$ cat src/rtl/lfsr_pkg.sv
// lfsr_pkg: shared constants and FSM encoding for the shared LFSR controller.
package lfsr_pkg;
  localparam int LFSR_W = 32;
  localparam int TAP_A = 31;
  localparam int TAP_B = 21;
  localparam int TAP_C = 1;
  localparam int TAP_D = 0;
  localparam logic [LFSR_W-1:0] DEFAULT_SEED = 32'h0000_0001;
  typedef enum logic [1:0] {
    IDLE    = 2'd0,
    ADVANCE = 2'd1,
    OFFER   = 2'd2
  } state_t;
endpackage

$ cat src/rtl/rr_arbiter.sv
// rr_arbiter: combinational round-robin arbiter, search starts just after last_grant.
module rr_arbiter #(
  parameter int N_REQ = 4,
  parameter int LW    = $clog2(N_REQ)
) (
  input  logic [N_REQ-1:0] req,
  input  logic [LW-1:0]    last_grant,
  output logic [N_REQ-1:0] grant
);
  localparam logic [N_REQ-1:0] ONE = {{(N_REQ-1){1'b0}}, 1'b1};
  logic [N_REQ-1:0] w_bit;
  // Walk from lowest to highest priority so the nearest set request wins.
  always_comb begin
    grant = '0;
    w_bit = '0;
    for (int i = N_REQ; i >= 1; i--) begin
      w_bit = ONE << ((int'(last_grant) + i) % N_REQ);
      grant = |(req & w_bit) ? w_bit : grant;
    end
  end
endmodule

$ cat src/rtl/lfsr_share_ctrl.sv
// lfsr_share_ctrl: round-robin sharing of one 32-bit Fibonacci LFSR,
// STEPS shifts per delivered word, with deferred run-time reseeding.
module lfsr_share_ctrl
  import lfsr_pkg::*;
#(
  parameter int                N_REQ = 4,
  parameter int                STEPS = 4,
  parameter logic [LFSR_W-1:0] SEED  = DEFAULT_SEED
) (
  input  logic              clk,
  input  logic              rst_n,
  input  logic              seed_load,
  input  logic [LFSR_W-1:0] seed_value,
  output logic              seed_pending,
  input  logic [N_REQ-1:0]  req,
  input  logic [N_REQ-1:0]  rsp_ready,
  output logic [N_REQ-1:0]  rsp_valid,
  output logic [LFSR_W-1:0] rsp_data,
  output logic [N_REQ-1:0]  gnt,
  output logic              busy,
  output logic [15:0]       words_served
);
  localparam int LW = $clog2(N_REQ);

  state_t            r_state;
  logic [LFSR_W-1:0] r_lfsr, r_seed_val, r_data;
  logic              r_seed_pend;
  logic [7:0]        r_step;
  logic [LW-1:0]     r_last, r_gidx, w_arb_idx;
  logic [N_REQ-1:0]  r_gnt, r_valid, w_arb;
  logic [15:0]       r_served;
  logic [LFSR_W-1:0] w_next;
  logic              w_held, w_hs;

  rr_arbiter #(.N_REQ(N_REQ)) u_arb (
    .req       (req),
    .last_grant(r_last),
    .grant     (w_arb)
  );

  always_comb begin
    w_arb_idx = '0;
    for (int i = 0; i < N_REQ; i++) w_arb_idx = w_arb[i] ? LW'(i) : w_arb_idx;
  end

  assign w_next = {r_lfsr[LFSR_W-2:0], r_lfsr[TAP_A] ^ r_lfsr[TAP_B] ^ r_lfsr[TAP_C] ^ r_lfsr[TAP_D]};
  assign w_held = |(req & r_gnt);
  assign w_hs   = |(rsp_ready & r_valid);

  // An accepted word beats a same-cycle withdrawal: the consumer already took it.
  always_ff @(posedge clk or negedge rst_n) begin
    if (!rst_n) begin
      r_state     <= IDLE;
      r_lfsr      <= SEED;
      r_seed_val  <= '0;
      r_seed_pend <= 1'b0;
      r_step      <= '0;
      r_last      <= LW'(N_REQ - 1);
      r_gidx      <= '0;
      r_gnt       <= '0;
      r_valid     <= '0;
      r_data      <= '0;
      r_served    <= '0;
    end else begin
      if (seed_load) begin
        r_seed_val  <= (seed_value == '0) ? SEED : seed_value;
        r_seed_pend <= 1'b1;
      end else if (r_state == IDLE && r_seed_pend) begin
        r_seed_pend <= 1'b0;
      end
      case (r_state)
        IDLE: begin
          if (r_seed_pend) begin
            r_lfsr <= r_seed_val;
          end else if (|req) begin
            r_gnt   <= w_arb;
            r_gidx  <= w_arb_idx;
            r_step  <= 8'(STEPS - 1);
            r_state <= ADVANCE;
          end
        end
        ADVANCE: begin
          r_lfsr <= w_next;
          if (!w_held) begin
            r_state <= IDLE;
            r_gnt   <= '0;
            r_last  <= r_gidx;
          end else if (r_step == 8'd0) begin
            r_state <= OFFER;
            r_valid <= r_gnt;
            r_data  <= w_next;
          end else begin
            r_step <= r_step - 8'd1;
          end
        end
        OFFER: begin
          if (w_hs || !w_held) begin
            r_state  <= IDLE;
            r_gnt    <= '0;
            r_valid  <= '0;
            r_last   <= r_gidx;
            r_served <= w_hs ? r_served + 16'd1 : r_served;
          end
        end
        default: r_state <= IDLE;
      endcase
    end
  end

  assign seed_pending = r_seed_pend;
  assign rsp_valid    = r_valid;
  assign rsp_data     = r_data;
  assign gnt          = r_gnt;
  assign busy         = r_state != IDLE;
  assign words_served = r_served;
endmodule
$ cat config.mk
export PLATFORM = sky130hd
export DESIGN_NAME = lfsr_share_ctrl
export DESIGN_NICKNAME = d
export VERILOG_FILES = /design/src/rtl/lfsr_pkg.sv /design/src/rtl/rr_arbiter.sv /design/src/rtl/lfsr_share_ctrl.sv
export SDC_FILE = /design/constraint.sdc
export NUM_CORES = 1
export LEC_CHECK = 0
export ABC_AREA = 1
export BUFFER_PORTS_ARGS = -buffer_cell sky130_fd_sc_hd__buf_4
export CAP_MARGIN = 10
export CORE_MARGIN = 2
export CORE_UTILIZATION = 34
export CTS_CLUSTER_DIAMETER = 80
export DETAILED_ROUTE_END_ITERATION = 16
export GPL_TIMING_DRIVEN = 0
export MAX_ROUTING_LAYER = met4
export PLACE_DENSITY = 0.54
export REMOVE_ABC_BUFFERS = 1
export SLEW_MARGIN = 10
export SYNTH_ARGS = -nofsm -noshare
export SYNTH_HDL_FRONTEND = slang
export SYNTH_HIERARCHICAL = 1
export SYNTH_SLANG_ARGS = --single-unit
$ cat constraint.sdc
create_clock -name clk -period 5.15 [get_ports clk]
set_clock_uncertainty 0.05 [all_clocks]
set_input_delay 0.515 -clock clk [delete_from_list [all_inputs] [get_ports clk]]
set_output_delay 0.515 -clock clk [all_outputs]
set_load 0.03 [all_outputs]
==> results of run 1 <==
[path summary, 6_finish.rpt]
path                                    endpoint  slack [ps]  depth (start not counted)
worst min register to register    r_seed_val[21]         420                          2
worst min-delay path              r_seed_val[28]         250                          3
max in group asynchronous       words_served[12]        3740                          3
worst max-delay path                  r_lfsr[19]        2340                          6
worst max register to register        r_lfsr[19]        2340                          6
min in group asynchronous           rsp_data[28]         540                          2
[registers in the layout, indices dropped and copies added, names as in the netlist]
| signal | flops |
|---|---|
| r_seed_val | 32 |
| r_gidx | 2 |
| r_state | 2 |
| words_served | 16 |
| rsp_valid | 4 |
| rsp_data | 32 |
| seed_pending | 1 |
| r_lfsr | 32 |
| gnt | 4 |
| r_last | 2 |
| r_step | 8 |
[routing by layer]
metal | global-route usage [%] | up-vias | routed length (um)
li1 | - | 2727 | -
met5 | - | - | 0
met4 | 4.592 | 0 | 168
met1 | 19.81 | 2434 | 6928
met2 | 23.43 | 73 | 7036
met3 | 3.799 | 13 | 455
[through the flow]
stage | hold WS [ps] | cell area (sq um) | setup slack [ps]
2_1_floorplan | 169.4 | 6460 | 2092
3_3_place_gp | 407.7 | 7542 | 823.6
3_5_place_dp | 404.1 | 7610 | 2330
4_1_cts | 233.4 | 8265 | 2321
5_1_grt | 242.2 | 8265 | 2013
6_report | 252.8 | 8265 | 2344
[Yosys cell counts, types with 2 or more instances]
| master | n |
|---|---|
| sky130_fd_sc_hd__a21oi_1 | 3 |
| sky130_fd_sc_hd__buf_2 | 14 |
| sky130_fd_sc_hd__buf_4 | 2 |
| sky130_fd_sc_hd__buf_6 | 6 |
| sky130_fd_sc_hd__clkbuf_1 | 6 |
| sky130_fd_sc_hd__dfrtp_1 | 132 |
| sky130_fd_sc_hd__dfstp_2 | 3 |
| sky130_fd_sc_hd__ha_1 | 8 |
| sky130_fd_sc_hd__inv_1 | 99 |
| sky130_fd_sc_hd__inv_2 | 4 |
| sky130_fd_sc_hd__nand2_1 | 250 |
| sky130_fd_sc_hd__nand2_2 | 10 |
| sky130_fd_sc_hd__nand3_1 | 26 |
| sky130_fd_sc_hd__nand3_2 | 4 |
| sky130_fd_sc_hd__nand4_1 | 11 |
| sky130_fd_sc_hd__nor2_1 | 49 |
| sky130_fd_sc_hd__nor2_2 | 4 |
| sky130_fd_sc_hd__nor2_4 | 2 |
| sky130_fd_sc_hd__nor3_1 | 6 |
| sky130_fd_sc_hd__o211ai_1 | 30 |
| sky130_fd_sc_hd__o21ai_0 | 73 |
| sky130_fd_sc_hd__o21ai_1 | 3 |
| sky130_fd_sc_hd__o21ai_2 | 30 |
| sky130_fd_sc_hd__xnor2_1 | 7 |
| sky130_fd_sc_hd__xor2_1 | 8 |
[power by group through the flow]
| stage | Clock (W) | Combinational [W] | Sequential [W] |
|---|---|---|---|
| after detailed placement | 0 | 0.00189 | 0.00161 |
| final | 0.00132 | 0.00187 | 0.00159 |
| after floorplan | 0 | 0.00111 | 0.00181 |
| after global routing | 0.00140 | 0.00212 | 0.00163 |
| after CTS | 0.00135 | 0.00190 | 0.00159 |
| after global placement | 0 | 0.00188 | 0.00160 |
[cell families after synthesis]
family / synth area share (%)
compound gates: 13.62
xor+xnor: 1.979
fa+ha+maj: 1.508
buf+inv: 8.630
flops: 50.93
simple gates: 23.33
[cell type report]
type                            count  share of cell area [%]
Clock buffer                       20                   5.525
Clock inverter                     12                   2.286
Inverter                          104                   4.753
Multi-Input combinational cell    531                   32.64
Sequential cell                   135                   40.92
Tap cell                          265                   4.012
Timing Repair Buffer              103                   9.870
[worst max-delay path: cells and delay by family (launching register included)]
family	cells	cell delay, ps
and+or+nand+nor	2	1010
adders and majority gates	1	650
DFF	1	400
AOI/OAI and AO/OA	2	320
buffers and inverters	1	170
==> impl_metrics.py, run 1 <==
metrics = {
    "timing": {
        "slew-limit-headroom_pct": 31.15,
        "max_freq_mhz": 356.4,
        "rsz0062_at_grt": "false",
        "tightest_slew_ps": 1029,
        "finalHoldViolations": 0,
        "setup_tns_ps": 0,
        "final_cycle_share_pct": 54.48,
        "slew_viol_final": 0,
        "fin_crit_ps": 2806,
        "setup_violations": 0,
    },
    "power_and_ir_drop": {
        "share_seq_of_total_power_pct": 33.2,
        "power.total_w": 0.004775,
        "max-vdd-ir-drop_uv": 204.0,
        "p_switching_w": 0.001904,
        "switching_share_pct": 39.87,
        "power.leakage_nw": 4.097,
        "internal_power_w": 0.002871,
        "pwr_density_cell_mw_per_mm2": 577.7,
        "clockPowerShare_pct": 27.6,
        "power.share.combinational_pct": 39.2,
    },
    "clock_network": {
        "insertion_delay_ps": 420,
        "post_cts_resize_count": 0,
        "maximum_count_of_clock_buffers_along_a_single_path": 2,
        "cts_inserted_buffers": 17,
        "cts.repair_timing.setup_buffer_count": 0,
        "clock_sinks": 135,
        "clk_transition_reported_paths_ps": 60,
        "h-tree-depth": 4,
        "clock_tree.root_cell": "sky130_fd_sc_hd__clkbuf_16",
        "cts_tree": "built",
        "cts-hold-fix-buffers": 1,
    },
    "drt": {
        "drt-wirelength-per-cell_um": 12.47,
        "vias": 5247,
        "drtIter0Drc": 216,
        "firstDrtPassIters": 4,
        "residual_antenna_violating_net_count_after_detailed_routing": 0,
        "routed_via_density": 4.485,
        "postRouteWirelength_mm": 14.59,
        "detail_route.drc_violations": 0,
    },
    "global_routing": {
        "largest_net_degree_at_the_start_of_global_routing": 87,
        "grt_pass1_vias": 4908,
        "grt_first_pass_wirelength_mm": 23.87,
        "globalRouteOverflowTotal": 0,
        "grt_antenna_before_repair": 0,
        "grtUsageTotal_pct": 15.19,
    },
    "worst_setup_path": {
        "cp_startpoint": "r_state[1]",
        "timing.critical_path.arrival_ps": 3070,
        "worstPathCellList": "inv_1 > ha_4 > nand2_1 > nand2_2 > o211ai_1 > o21ai_0",
        "crit_path_end_kind": "flop",
        "critical_path_top_delay_cell": "sky130_fd_sc_hd__nand2_2",
        "criticalPathCategory": "flop to flop",
        "setup.worst_path.start_class": "flop",
        "reg2reg_from": "r_state[1]",
        "critPathMaxStageDelay_ps": 780,
        "worst_ep_required_time_ps": 5410,
        "cp_max_fo": 70,
    },
    "cells_and_area": {
        "final_core_utilization_pct": 42.75,
        "antenna_cells_inserted": 0,
        "area_growth_syn_to_layout_pct": 24.48,
        "multi_input_area_sq_mm": 0.002698,
        "register_area_sq_mm": 0.003382,
        "finish.net_count": 943,
        "fillerInstances": 1979,
        "commonest_cells_after_routing_fill_and_taps_aside": "sky130_fd_sc_hd__nand2_1, sky130_fd_sc_hd__dfrtp_1, sky130_fd_sc_hd__buf_4, sky130_fd_sc_hd__inv_1, sky130_fd_sc_hd__o21ai_0",
        "layoutNonFillerInstCount": 1170,
        "post_route_cells_drive_above_1_share_pct": 21.66,
        "most_common_cell_after_layout_fill_and_taps_aside": "sky130_fd_sc_hd__nand2_1",
    },
    "logic_synthesis": {
        "synth_edf_count": 0,
        "synth_area_leaders": "sky130_fd_sc_hd__dfrtp_1, sky130_fd_sc_hd__nand2_1, sky130_fd_sc_hd__inv_1",
        "synth_async_sr_flop_share_pct": 100.0,
        "synth_largest_area_cell": "sky130_fd_sc_hd__dfrtp_1",
        "netlist_instances": 799,
        "yosys_register_bits": 135,
        "postSynth.topFlopCell": "sky130_fd_sc_hd__dfrtp_1",
        "area_share_of_the_largest_cell_type_after_synthesis_pct": 49.75,
        "avgSynthCellArea_sq_um": 8.311,
        "seq_area_frac_synth_pct": 50.93,
        "synth_cell_types": 34,
        "synthesis.area_sq_mm": 0.006640,
        "count_of_warnings_emitted_by_yosys": 6,
    },
    "placement": {
        "port-buffer-count": 100,
        "dp.final_hpwl_mm": 9.911,
        "gp_congestion": 0.8417,
        "dp_cells": 1137,
    },
    "die": {
        "die_area_sq_mm": 0.02066,
        "die_x_um": 143.8,
        "starting_density_pct": 34.34,
        "placementRows": 51,
        "pin_count": 101,
        "core_area_sq_mm": 0.01933,
        "die_h_um": 143.8,
    },
    "run": {
        "drv.max_cap_violation_count": 0,
    },
    "run_status": {
        "status": "finished, final reports clean",
    },
    "hold_path": {
        "timing.hold.worst.class": "input pin to flop",
        "hold_path_startpoint": "seed_value[28]",
    },
}
No activity file was read; power rests on OpenSTA's default activity.
==> run 2: changes to the inputs <==
- PLACE_DENSITY: 0.54 -> 0.56
- clock period: 5.15 -> 2.5 ns (I/O delays scaled with it)
==> run 2 against run 1 <==
Clock-buffer cell count increased by 1. Combinational power increased by 110%. Global-route usage increased by 0.47 points. Fmax is 29% higher. Final area barely moved. Critical endpoint is now r_step[1]. Largest power group unchanged.
==> impl_metrics.py, run 2 (synthesized netlist as in run 1, its figures left out) <==
metrics = {
    "worst_setup_path": {
        "worstPathCellList": "inv_1 > ha_4 > nand2_1 > nand2_1 > nand3_2 > inv_2 > nand2_1 > o21ai_1",
        "crit_path_end_kind": "flop",
        "ff2ff_path_depth": 8,
        "reg2reg_from": "r_state[1]",
        "worst_ep_required_time_ps": 2790,
        "criticalPathCategory": "flop to flop",
        "cp_max_fo": 36,
        "critical_path_top_delay_cell": "sky130_fd_sc_hd__ha_4",
        "cp_startpoint": "r_state[1]",
        "worst_path_most_repeated_cell": "sky130_fd_sc_hd__nand2_1",
        "setup.worst_path.start_class": "flop",
        "timing.critical_path.arrival_ps": 2470,
        "critPathMaxStageDelay_ps": 510,
    },
    "drt": {
        "drt-wirelength-per-cell_um": 12.67,
        "vias": 5318,
        "detail_route.drc_violations": 0,
        "residual_antenna_violating_net_count_after_detailed_routing": 0,
        "postRouteWirelength_mm": 14.87,
        "firstDrtPassIters": 5,
        "drtIter0Drc": 274,
        "routed_via_density": 4.530,
    },
    "placement": {
        "port-buffer-count": 100,
        "postPlaceCellArea_sq_mm": 0.007606,
        "dp.final_hpwl_mm": 9.861,
        "gp_congestion": 0.8768,
    },
    "timing": {
        "setup_tns_ps": 0,
        "slew_viol_final": 0,
        "tightest_slew_ps": 841.8,
        "setup_violations": 0,
        "rsz0062_at_grt": "false",
        "finalHoldWorstSlack_ps": 8.896,
        "final_cycle_share_pct": 87.14,
        "finalHoldViolations": 0,
        "slew-limit-headroom_pct": 43.88,
        "fin_crit_ps": 2179,
        "max_freq_mhz": 459.0,
    },
    "hold_path": {
        "whs_path_depth": 3,
        "timing.hold.worst.class": "input pin to flop",
        "hold_path_startpoint": "seed_value[20]",
    },
    "cells_and_area": {
        "commonest_cells_after_routing_fill_and_taps_aside": "sky130_fd_sc_hd__nand2_1, sky130_fd_sc_hd__dfrtp_1, sky130_fd_sc_hd__buf_4, sky130_fd_sc_hd__inv_1, sky130_fd_sc_hd__o21ai_0",
        "area_growth_syn_to_layout_pct": 24.53,
        "antenna_cells_inserted": 0,
        "finish.net_count": 947,
        "most_common_cell_after_layout_fill_and_taps_aside": "sky130_fd_sc_hd__nand2_1",
        "post_route_cells_drive_above_1_share_pct": 21.78,
        "post-route-cell-area_sq_mm": 0.008269,
    },
    "global_routing": {
        "met3_usage_grt_pct": 2.766,
        "grt_antenna_before_repair": 0,
        "gr-max-usage-layer": "met2",
        "globalRouteOverflowTotal": 0,
        "grt_pass1_vias": 4966,
        "largest_net_degree_at_the_start_of_global_routing": 81,
        "groute.layer.met2.usage_pct": 24.34,
        "grtUsageTotal_pct": 15.66,
        "global_routing_usage_on_met1_pct": 20.51,
        "grt_first_pass_wirelength_mm": 24.65,
    },
    "clock_network": {
        "cts_tree": "built",
        "insertion_delay_ps": 420,
        "maximum_count_of_clock_buffers_along_a_single_path": 2,
        "clk_transition_reported_paths_ps": 60,
        "cts_inserted_buffers": 17,
        "clock_sinks": 135,
        "h-tree-depth": 4,
        "clock_tree.root_cell": "sky130_fd_sc_hd__clkbuf_16",
    },
    "power_and_ir_drop": {
        "power.leakage_nw": 4.092,
        "pwr_density_cell_mw_per_mm2": 1170,
        "max-vdd-ir-drop_uv": 425.3,
    },
    "run_status": {
        "status": "finished, final reports clean",
    },
    "die": {
        "die_area_sq_mm": 0.02066,
        "die_x_um": 143.8,
        "core_area_sq_mm": 0.01933,
        "starting_density_pct": 34.34,
        "die_h_um": 143.8,
        "pin_count": 101,
        "placementRows": 51,
    },
    "run": {
        "drv.max_cap_violation_count": 0,
    },
}
-- run 2: area by class of cell --
| class | count | area [sq um] |
|---|---|---|
| Clock inverter | 11 | 116.4 |
| Sequential cell | 135 | 3382 |
| Fill cell | 1956 | 11070 |
| Clock buffer | 21 | 470.5 |
| Timing Repair Buffer | 107 | 862.1 |
| Inverter | 104 | 392.9 |
| Multi-Input combinational cell | 531 | 2714 |
| Tap cell | 265 | 331.6 |
-- run 2: critical path, delay by kind of cell, from the launching register on --
kind / cells / cell delay, ps
simple gates: 4 / 740
fa+ha+maj: 1 / 510
flops: 1 / 400
buf+inv: 2 / 330
compound gates: 1 / 80
-- run 2: per-stage QoR --
step	std cells	utilization (%)	total power [W]	setup WS, ps
after floorplan	770	-	0.006007	-557.5
after global placement	1135	39.01	0.007156	-1894
after detailed placement	1137	39.34	0.007222	-360.2
after CTS	1174	42.71	0.009801	151.6
after global routing	1174	42.77	0.01045	141.4
final	1174	42.77	0.009678	321.5
-- run 2: layer usage --
metal / up-vias / share of wire (%)
met5: - / 0
met4: 0 / 1.7
met3: 14 / 2.4
met2: 65 / 47
met1: 2498 / 48
li1: 2741 / -
-- run 2: worst paths after layout --
path | end | slack, ps
max | r_step[1] | 320
min | r_seed_val[20] | 9
max reg2reg | r_step[1] | 320
min reg2reg | r_seed_val[20] | 420
max in group asynchronous | r_seed_val[11] | 1290
min in group asynchronous | rsp_data[28] | 300
-- run 2: report_power, final --
part | switching (W) | total, W | internal, W
sequential | 0.000393 | 0.00326 | 0.00287
combinational | 0.00263 | 0.00397 | 0.00134
clock | 0.000977 | 0.00244 | 0.00147
total | 0.00400 | 0.00968 | 0.00568
-- run 2: what timing repair did --
action                                 4_1_cts  5_1_grt
setup endpoints to repair                   32        5
hold buffers                                 4        0
resized for setup                            1        2
buffers inserted                             1        0
endpoints found under the hold margin       55        0
==> run 3: changes to the inputs <==
- BUFFER_PORTS_ARGS: -buffer_cell sky130_fd_sc_hd__buf_4 -> not set
- CORE_MARGIN: 2 -> 4
- DONT_BUFFER_PORTS: not set -> 1
- PLACE_DENSITY: 0.56 -> 0.52
==> run 3 against run 2 <==
The run now ends with hold timing left. Final cell count shrank 6.3%. Sequential power grew 17%. Die area grew 5.6%. Core utilization shrank 1.9 points. Sequential cell count is the same. Global-route usage shrank 0.80 points. Non-clock buffer count shrank 69. Critical path depth grew 1. Largest cell class unchanged. Largest power group is now registers.
==> impl_metrics.py, run 3 (synthesized netlist as in run 1, its figures left out) <==
metrics = {
    "run_status": {
        "status": "finished with violations",
        "failed_checks": "hold timing",
    },
    "worst_setup_path": {
        "setup.worst_path.start_class": "flop",
        "r2r-end": "r_step[4]",
        "timing.reg2reg.setup_slack_ps": 320,
        "ff2ff_path_depth": 9,
        "crit_path_end_kind": "flop",
        "criticalPathCategory": "flop to flop",
        "reg2reg_from": "r_state[0]",
        "worst_ep_required_time_ps": 2790,
        "cp_max_fo": 9,
        "timing.critical_path.arrival_ps": 2460,
    },
    "die": {
        "core_area_sq_mm": 0.01896,
        "die_h_um": 147.8,
        "starting_density_pct": 35.03,
        "die_x_um": 147.8,
        "pin_count": 101,
        "placementRows": 50,
        "die_area_sq_mm": 0.02183,
    },
    "placement": {
        "dp_cells": 1031,
        "dp.final_hpwl_mm": 9.734,
        "dp_slack_ps": -394.2,
        "postPlaceCellArea_sq_mm": 0.006818,
        "gp_congestion": 0.8381,
        "port-buffer-count": 0,
    },
    "timing": {
        "slew-limit-headroom_pct": 44.07,
        "setup_tns_ps": 0,
        "rsz0062_at_grt": "false",
        "finalHoldViolations": 135,
        "slew_viol_final": 0,
        "finalHoldWorstSlack_ps": -519.1,
        "setup_violations": 0,
        "final_cycle_share_pct": 87.03,
        "tightest_slew_ps": 838.9,
        "fin_crit_ps": 2176,
        "setup_slack_ps": 324.3,
        "max_freq_mhz": 459.6,
    },
    "cells_and_area": {
        "post_route_cells_drive_above_1_share_pct": 11.43,
        "register_area_sq_mm": 0.003382,
        "post-route-cell-area_sq_mm": 0.007745,
        "fillerInstances": 1945,
        "area_growth_syn_to_layout_pct": 16.64,
        "most_common_cell_after_layout_fill_and_taps_aside": "sky130_fd_sc_hd__nand2_1",
        "multi_input_area_sq_mm": 0.002714,
        "layoutNonFillerInstCount": 1100,
        "antenna_cells_inserted": 0,
        "commonest_cells_after_routing_fill_and_taps_aside": "sky130_fd_sc_hd__nand2_1, sky130_fd_sc_hd__dfrtp_1, sky130_fd_sc_hd__inv_1, sky130_fd_sc_hd__o21ai_0, sky130_fd_sc_hd__nor2_1",
        "finish.net_count": 878,
    },
    "hold_path": {
        "timing.hold.worst.class": "input pin to async pin",
    },
    "global_routing": {
        "grt_antenna_before_repair": 0,
        "globalRouteOverflowTotal": 0,
        "largest_net_degree_at_the_start_of_global_routing": 136,
        "grt_first_pass_wirelength_mm": 25.40,
        "grtUsageTotal_pct": 14.87,
        "grt_pass1_vias": 4982,
    },
    "run": {
        "drv.max_cap_violation_count": 0,
    },
    "drt": {
        "drtIter0Drc": 242,
        "vias": 5074,
        "drt-wirelength-per-cell_um": 13.79,
        "firstDrtPassIters": 5,
        "detail_route.drc_violations": 0,
        "routed_via_density": 4.613,
        "residual_antenna_violating_net_count_after_detailed_routing": 0,
        "postRouteWirelength_mm": 15.17,
    },
    "power_and_ir_drop": {
        "power.total_w": 0.009057,
        "pwr_density_cell_mw_per_mm2": 1169,
        "power.leakage_nw": 3.668,
        "max-vdd-ir-drop_uv": 451.7,
    },
    "clock_network": {
        "maximum_count_of_clock_buffers_along_a_single_path": 2,
        "clk_transition_reported_paths_ps": 60,
        "cts-hold-fix-buffers": 36,
        "cts_inserted_buffers": 17,
        "cts_tree": "built",
        "clock_tree.root_cell": "sky130_fd_sc_hd__clkbuf_16",
        "clock_sinks": 135,
        "insertion_delay_ps": 410,
        "h-tree-depth": 4,
    },
}
-- run 3: cell count changes in the layout (fill, tap and decap cells not counted) --
cell                            change
sky130_fd_sc_hd__buf_4             -99
sky130_fd_sc_hd__clkinv_2           +3
sky130_fd_sc_hd__clkinv_4           -4
sky130_fd_sc_hd__clkbuf_8           -3
sky130_fd_sc_hd__clkinvlp_4         +3
sky130_fd_sc_hd__clkbuf_1           +1
sky130_fd_sc_hd__inv_6              +1
sky130_fd_sc_hd__bufinv_16          -1
sky130_fd_sc_hd__buf_16             -1
sky130_fd_sc_hd__dlygate4sd3_1     +32
sky130_fd_sc_hd__buf_6              -1
-- run 3: worst max-delay path by stage --
stage                     from          endpoint  slack (ps)  cells past startpoint
finish              r_state[0]         r_step[4]         320                      9
global route        r_state[0]         r_step[1]         140                      9
CTS                 r_state[0]  words_served[11]          60                      9
detailed placement  r_state[1]        r_lfsr[26]        -390                      6
global placement    r_state[1]        r_lfsr[26]       -1960                      6
floorplan           r_state[1]        r_lfsr[10]        -560                      6
-- run 3: worst max-delay path, stage by stage, from the launching register on --
cell and delay (ps):
sky130_fd_sc_hd__dfrtp_1 430, sky130_fd_sc_hd__inv_1 110, sky130_fd_sc_hd__ha_1 240, sky130_fd_sc_hd__inv_1 320, sky130_fd_sc_hd__nand2_1 280, sky130_fd_sc_hd__nand2_1 170, sky130_fd_sc_hd__nand3_2 190, sky130_fd_sc_hd__inv_2 160
sky130_fd_sc_hd__nand2_1 70, sky130_fd_sc_hd__o21ai_1 70
-- run 3: power breakdown --
part | switching (W) | total [W] | internal [W]
combinational | 0.00197 | 0.00298 | 0.00102
clock | 0.000988 | 0.00226 | 0.00128
sequential | 0.000951 | 0.00381 | 0.00286
-- run 3: cell type report --
type                    instances  area share, %
inverters                     104          5.073
flip-flops and latches        135          43.67
clock buffers                  19          5.590
multi-input cells             531          35.04
well taps                     260          4.200
clock inverters                13          1.260
repair buffers                 38          5.170
-- run 3: per-stage QoR --
stage | utilization [%] | hold WS, ps
2_1_floorplan | - | -95.59
3_3_place_gp | 35.80 | -90.17
3_5_place_dp | 35.97 | -89.97
4_1_cts | 40.80 | -545.8
5_1_grt | 40.86 | -541.8
6_report | 40.86 | -519.1
-- run 3: metal layers --
metal	routed length, um	vias up	part of all wire, %	GRT usage, %
met4	218	0	1.4	5.452
met5	0	-	0	-
li1	-	2602	-	-
met1	7300	2375	48	19.62
met3	588	15	3.9	2.851
met2	7059	82	47	22.90
-- run 3: repair_timing --
item,in CTS,in global routing
hold endpoints to repair,168,135
setup endpoints to repair,32,7
gates resized for setup,1,2
setup buffers,1,0
